===== src/rtl/oam_dma_ctrl_if.sv =====
// ---------------------------------------------------------------------------
// oam_dma_ctrl_if
// Groups the CPU-side handshake and the DMA bus-master signals of the OAM DMA
// sequencer.
//   cpu_ce      : one-clk strobe at the end of every CPU cycle
//   start/page  : CPU write to $4014 and the source page written with it
//   cpu_rw      : r/w of the CPU cycle in progress (1 = read)
//   bus_data_i  : CPU bus read data, valid at cpu_ce
//   halt/busy   : CPU stall request / DMA owns or is requesting the bus
//   bus_*       : DMA address, read/write strobes and write data
//   done        : one-clk pulse when a transfer finishes
// modport master: the DMA controller.  modport slave: the CPU/bus side.
// ---------------------------------------------------------------------------
interface oam_dma_ctrl_if;
  logic        cpu_ce;
  logic        start;
  logic [7:0]  page;
  logic        cpu_rw;
  logic [7:0]  bus_data_i;
  logic        halt;
  logic        busy;
  logic [15:0] bus_addr;
  logic        bus_rd;
  logic        bus_wr;
  logic [7:0]  bus_data_o;
  logic        done;

  modport master (
    input  cpu_ce, start, page, cpu_rw, bus_data_i,
    output halt, busy, bus_addr, bus_rd, bus_wr, bus_data_o, done
  );

  modport slave (
    output cpu_ce, start, page, cpu_rw, bus_data_i,
    input  halt, busy, bus_addr, bus_rd, bus_wr, bus_data_o, done
  );
endinterface


===== src/rtl/oam_dma_ctrl.sv =====
// ---------------------------------------------------------------------------
// oam_dma_ctrl
// OAM DMA sequencer. A CPU write to $4014 (start/page) arms a transfer; the
// controller halts the CPU, then copies XFER_LEN bytes from {page,idx} to
// OAMDATA_ADDR using alternating get (read) / put (write) CPU cycles. All
// sequencing advances on cpu_ce only; the DONE state lasts a single clk.
// Ports:
//   clk, rst : system clock, synchronous active-high reset
//   dma      : oam_dma_ctrl_if.master (CPU handshake + DMA bus master)
// Outputs are a pure decode of registered state, so they move one clk after
// the cpu_ce that causes a transition.
// ---------------------------------------------------------------------------
module oam_dma_ctrl #(
  parameter logic [15:0] OAMDATA_ADDR = 16'h2004,
  parameter int          XFER_LEN     = 256
) (
  input  logic           clk,
  input  logic           rst,
  oam_dma_ctrl_if.master dma
);

  typedef enum logic [2:0] {
    IDLE,
    HALT,
    ALIGN,
    READ,
    WRITE,
    DONE
  } state_t;

  localparam logic [7:0] LAST_IDX = 8'(XFER_LEN - 1);

  state_t      state_reg;
  logic        pend_reg;
  logic        p_reg;      // CPU cycle parity: 0 = get, 1 = put
  logic [7:0]  page_reg;
  logic [7:0]  idx_reg;
  logic [7:0]  data_reg;

  logic        halt_d;
  logic        busy_d;
  logic [15:0] addr_d;
  logic        rd_d;
  logic        wr_d;
  logic [7:0]  dout_d;
  logic        done_d;

  always_ff @(posedge clk) begin
    if (rst) begin
      state_reg <= IDLE;
      pend_reg  <= 1'b0;
      p_reg     <= 1'b0;
      page_reg  <= 8'h00;
      idx_reg   <= 8'h00;
      data_reg  <= 8'h00;
    end else begin
      // A start while a transfer is armed or running is dropped.
      if (dma.start && !busy_d && !pend_reg) begin
        pend_reg <= 1'b1;
        page_reg <= dma.page;
      end

      if (dma.cpu_ce) begin
        p_reg <= ~p_reg;
      end

      case (state_reg)
        IDLE: begin
          // pend is sampled from the register, so a start coinciding with
          // cpu_ce only arms; the halt begins at the following cpu_ce.
          if (dma.cpu_ce && pend_reg) begin
            state_reg <= HALT;
            pend_reg  <= 1'b0;
          end
        end
        HALT: begin
          // A CPU write cycle cannot be stalled, so keep requesting. Once a
          // read cycle is stalled, the next cycle is a get when the current
          // parity is a put (p_reg=1).
          if (dma.cpu_ce && dma.cpu_rw) begin
            state_reg <= p_reg ? READ : ALIGN;
          end
        end
        ALIGN: begin
          if (dma.cpu_ce) begin
            state_reg <= READ;
          end
        end
        READ: begin
          if (dma.cpu_ce) begin
            data_reg  <= dma.bus_data_i;
            state_reg <= WRITE;
          end
        end
        WRITE: begin
          if (dma.cpu_ce) begin
            if (idx_reg == LAST_IDX) begin
              idx_reg   <= 8'h00;
              state_reg <= DONE;
            end else begin
              idx_reg   <= idx_reg + 8'h01;
              state_reg <= READ;
            end
          end
        end
        DONE: begin
          state_reg <= IDLE;
        end
        default: begin
          state_reg <= IDLE;
        end
      endcase
    end
  end

  always_comb begin
    halt_d = 1'b0;
    busy_d = 1'b0;
    addr_d = 16'h0000;
    rd_d   = 1'b0;
    wr_d   = 1'b0;
    dout_d = 8'h00;
    done_d = 1'b0;
    case (state_reg)
      HALT, ALIGN: begin
        halt_d = 1'b1;
        busy_d = 1'b1;
      end
      READ: begin
        halt_d = 1'b1;
        busy_d = 1'b1;
        addr_d = {page_reg, idx_reg};
        rd_d   = 1'b1;
      end
      WRITE: begin
        halt_d = 1'b1;
        busy_d = 1'b1;
        addr_d = OAMDATA_ADDR;
        wr_d   = 1'b1;
        dout_d = data_reg;
      end
      DONE: begin
        done_d = 1'b1;
      end
      default: begin
      end
    endcase
  end

  assign dma.halt       = halt_d;
  assign dma.busy       = busy_d;
  assign dma.bus_addr   = addr_d;
  assign dma.bus_rd     = rd_d;
  assign dma.bus_wr     = wr_d;
  assign dma.bus_data_o = dout_d;
  assign dma.done       = done_d;

endmodule

===== src/flat_wrapper.sv =====
// flat-port wrapper written by rule: the top's interface ports become plain ports
module oam_dma_ctrl_flat 
#(
  parameter logic [15:0] OAMDATA_ADDR = 16'h2004,
  parameter int          XFER_LEN     = 256
)
  (clk, rst, dma_cpu_ce, dma_start, dma_page, dma_cpu_rw, dma_bus_data_i, dma_halt, dma_busy, dma_bus_addr, dma_bus_rd, dma_bus_wr, dma_bus_data_o, dma_done);
  oam_dma_ctrl_if dma_i ();
  input  logic clk;
  input  logic rst;
  input wire logic [$bits(dma_i.cpu_ce)-1:0] dma_cpu_ce;
  input wire logic [$bits(dma_i.start)-1:0] dma_start;
  input wire logic [$bits(dma_i.page)-1:0] dma_page;
  input wire logic [$bits(dma_i.cpu_rw)-1:0] dma_cpu_rw;
  input wire logic [$bits(dma_i.bus_data_i)-1:0] dma_bus_data_i;
  output wire logic [$bits(dma_i.halt)-1:0] dma_halt;
  output wire logic [$bits(dma_i.busy)-1:0] dma_busy;
  output wire logic [$bits(dma_i.bus_addr)-1:0] dma_bus_addr;
  output wire logic [$bits(dma_i.bus_rd)-1:0] dma_bus_rd;
  output wire logic [$bits(dma_i.bus_wr)-1:0] dma_bus_wr;
  output wire logic [$bits(dma_i.bus_data_o)-1:0] dma_bus_data_o;
  output wire logic [$bits(dma_i.done)-1:0] dma_done;
  assign dma_i.cpu_ce = dma_cpu_ce;
  assign dma_i.start = dma_start;
  assign dma_i.page = dma_page;
  assign dma_i.cpu_rw = dma_cpu_rw;
  assign dma_i.bus_data_i = dma_bus_data_i;
  assign dma_halt = dma_i.halt;
  assign dma_busy = dma_i.busy;
  assign dma_bus_addr = dma_i.bus_addr;
  assign dma_bus_rd = dma_i.bus_rd;
  assign dma_bus_wr = dma_i.bus_wr;
  assign dma_bus_data_o = dma_i.bus_data_o;
  assign dma_done = dma_i.done;
  oam_dma_ctrl #(.OAMDATA_ADDR(OAMDATA_ADDR), .XFER_LEN(XFER_LEN)) u_core (.clk(clk), .rst(rst), .dma(dma_i));
endmodule

===== config.mk =====
export PLATFORM = sky130hd
export DESIGN_NAME = oam_dma_ctrl_flat
export DESIGN_NICKNAME = d
export VERILOG_FILES = /design/src/rtl/oam_dma_ctrl_if.sv /design/src/rtl/oam_dma_ctrl.sv /design/src/flat_wrapper.sv
export SDC_FILE = /design/constraint.sdc
export NUM_CORES = 1
export LEC_CHECK = 0
export BUFFER_PORTS_ARGS = -buffer_cell sky130_fd_sc_hd__buf_2
export CAP_MARGIN = 20
export CORE_MARGIN = 2
export CORE_UTILIZATION = 49
export DETAILED_ROUTE_END_ITERATION = 8
export PLACE_DENSITY = 0.77
export SETUP_SLACK_MARGIN = 0.15
export SYNTH_ARGS = -nofsm -noshare
export SYNTH_HDL_FRONTEND = slang
export SYNTH_SLANG_ARGS = --single-unit

===== constraint.sdc =====
create_clock -name clk -period 1.7 [get_ports clk]
set_input_delay 0.34 -clock clk [delete_from_list [all_inputs] [get_ports clk]]
set_output_delay 0.34 -clock clk [all_outputs]
set_load 0.1 [all_outputs]

==> results.cfg <==
[die]
floorplan.initialDensity_pct = 52.2
row_count = 19
die_x_um = 58.4
core-area_um2 = 2780
ios = 50
die_y_um = 58.4
die_area_um2 = 3410

[logic_synthesis]
yosysSeqAreaShare_pct = 40.0
yosysWarnings = 0
synthesis.area_um2 = 1450
avgSynthCellArea_um2 = 8.15
synth_ff_type = dfxtp_1
synth_top_area_share_pct = 40.0
synth_fa_ha_area_share_pct = 0.862
ys_ff_latch = 29
synth-compound-area-share_pct = 11.2
synthCells = 178
yosys-top-cells-count = dfxtp_1, nand2_1, and2_1, nor2_1, a21oi_1
synth_top_family_by_area = simple AND/OR/NAND/NOR gates
synth_top_area_cell = dfxtp_1
synth-edff-count = 0
muxShareOfSynthArea_pct = 6.29
async_flop_share_pct = 0
synth_most_common_cell = dfxtp_1
synthXorXnorAreaFrac_pct = 4.22
syn-num-nets = 200
netlist_top_cells_area = dfxtp_1, and2_1, nand2_1
synthDistinctLibCells = 36
synthSimpleGateAreaFrac_pct = 32.2

[status]
status = finished with violations
violations = negative setup slack

[hold_path]
min_path_type = input pin to flop
hold_path_depth = 3
hp-start = dma_bus_data_i[7]

[worst_setup_path]
reg2reg_depth = 6
path_class = flop to output port
crit_slowest_cell = dfxtp_4
r2r_start = u_core.state_reg[2]
path_delay_family = simple AND/OR/NAND/NOR gates
crit_required_ns = 1.36
path_buf_inv = 2
cp.arrival_ns = 1.51
cp_slowest_stage_delay_ns = 0.37
cp_max_fo = 5
crit_cells = 4
startpoint_type = flop
path_cells = buf_6 -> or3_4 -> and2_4 -> buf_12
crit_path_end_kind = output port
crit_start = u_core.state_reg[2]

[drt]
ant_nets = 0
vias = 1520
first_pass_iters = 4
wire_per_inst_um = 18.1
routed_wl_um = 4830
vias_per_cell = 5.69
first_iter_violations = 81
drc = 0

[clocking]
cts_tree = done
cts_root_buf = clkbuf_4
cts_max_level = 2
numClockSinks = 29
clkTransAtPathRegs_ns = 0.09
hold_buffers = 0
cts_made_buffers = 5
worstSkewPairLatency_ns = 0.33
cts_buffer_depth = 2

[sta]
finalClockSkew_ns = 0.00851
finalCritPeriodShare_pct = 109
maxSlewViolCount = 0
hold_viol_final = 0
hold_ws_ns = 0.251
finalSetupViolCount = 27
worst_slew_pin_slew_ns = 0.341
slew_headroom_pct = 77.3
max_freq_mhz = 541
rsz0062_at_grt = true
fin_ws_ns = -0.148
min_period_ns = 1.85
tns_ns = -3.15

[finish]
areaGrowthSynthToFinish_pct = 71.8
drive_gt1_share_pct = 46.6
fillerInstances = 119
nets = 257
antennaDiodeCount = 0
stdcell_count = 267

[global_routing]
grt_usage_pct = 28.5
grt_pass1_vias = 1537
grt_pass1_wl_um = 7190
antenna_found_initial = 0
grt_start_max_net_pins = 20
overflow = 0

[placement]
detailedPlace.worstSlack_ns = 0.0854
dpl.hpwl_um = 2950
port_buffers = 49
dp.cells = 250
gp_congestion = 0.797

[run]
drv_cap = 0

[pwr]
power_leakage_uw = 0.000976
p_per_area_nw_per_um2 = 567
peakVddDrop_mv = 0.629
[placed cells by master, fill, tap and decap left out, types with 2 or more instances in the layout]
| cell type | instances |
|---|---|
| buf_12 | 32 |
| dfxtp_1 | 26 |
| nand2_1 | 25 |
| and2_4 | 22 |
| nor2_1 | 22 |
| buf_2 | 20 |
| a21oi_1 | 13 |
| buf_4 | 7 |
| mux2i_1 | 6 |
| xnor2_1 | 5 |
| clkbuf_4 | 5 |
| nand4_1 | 3 |
| inv_1 | 3 |
| clkbuf_1 | 3 |
| dfxtp_4 | 3 |
| nor3b_4 | 2 |
| a21o_4 | 2 |
| nand2b_1 | 2 |
| mux2i_2 | 2 |
| nand3_1 | 2 |
| o21a_1 | 2 |
| o21ai_0 | 2 |
| nor3_2 | 2 |
| xor2_1 | 2 |
| buf_6 | 2 |
[layer usage]
layer | up-vias | part of all wire, % | global-route usage [%]
met5 | - | 0 | 0
met4 | 0 | 2.2 | 9.97
met3 | 11 | 4.4 | 7.25
met2 | 47 | 57 | 54.6
met1 | 760 | 37 | 29.6
li1 | 702 | - | -
[where the power goes]
part / internal, uW / total (uW) / switching, uW
clock network: 164 / 391 / 227
logic: 130 / 290 / 160
registers: 705 / 733 / 28.5
[worst paths after layout]
check | endpoint | slack, ns
setup reg to reg | u_core.page_reg[5] | 0.13
setup / recovery | dma_busy | -0.15
hold / removal | u_core.data_reg[7] | 0.25
hold reg to reg | u_core.data_reg[0] | 0.48
[repair_timing]
item                       4_1_cts  5_1_grt
cloned                           1        0
buffers inserted                 7        1
pin swaps                        2        5
setup endpoints to repair       42       34
resized for setup               11       18
[cell type report]
type | count | area (um2) | share of cell area (%)
Sequential cell | 29 | 592 | 23.7
Inverter | 4 | 17.5 | 0.702
Clock buffer | 8 | 48.8 | 1.96
Tap cell | 31 | 38.8 | 1.56
Timing Repair Buffer | 62 | 843 | 33.8
Multi-Input combinational cell | 133 | 953 | 38.2
[cells by family after synthesis]
| kind of cell | Yosys count |
|---|---|
| simple gates | 90 |
| flops | 29 |
| compound gates | 26 |
| buf+inv | 16 |
| mux | 9 |
| xor+xnor | 7 |
| fa+ha+maj | 1 |
[metrics by stage]
| stage | util (%) | power [uW] | cell area (um2) |
|---|---|---|---|
| CTS | 86.5 | 1370 | 2410 |
| global placement | 80.3 | 956 | 2230 |
| detailed placement | 80.3 | 968 | 2230 |
| finish | 89.7 | 1410 | 2490 |
| global route | 89.7 | 1460 | 2490 |
| floorplan | - | 933 | 1620 |
[worst reg2reg max path, delay by kind of cell (launching register included)]
kind                   cells  cell delay (ns)
and+or+nand+nor            2             0.42
AOI/OAI and AO/OA          1             0.15
muxes                      1             0.25
buffers and inverters      2             0.27
DFF                        1             0.37
Power figures use the tool's default switching activity.
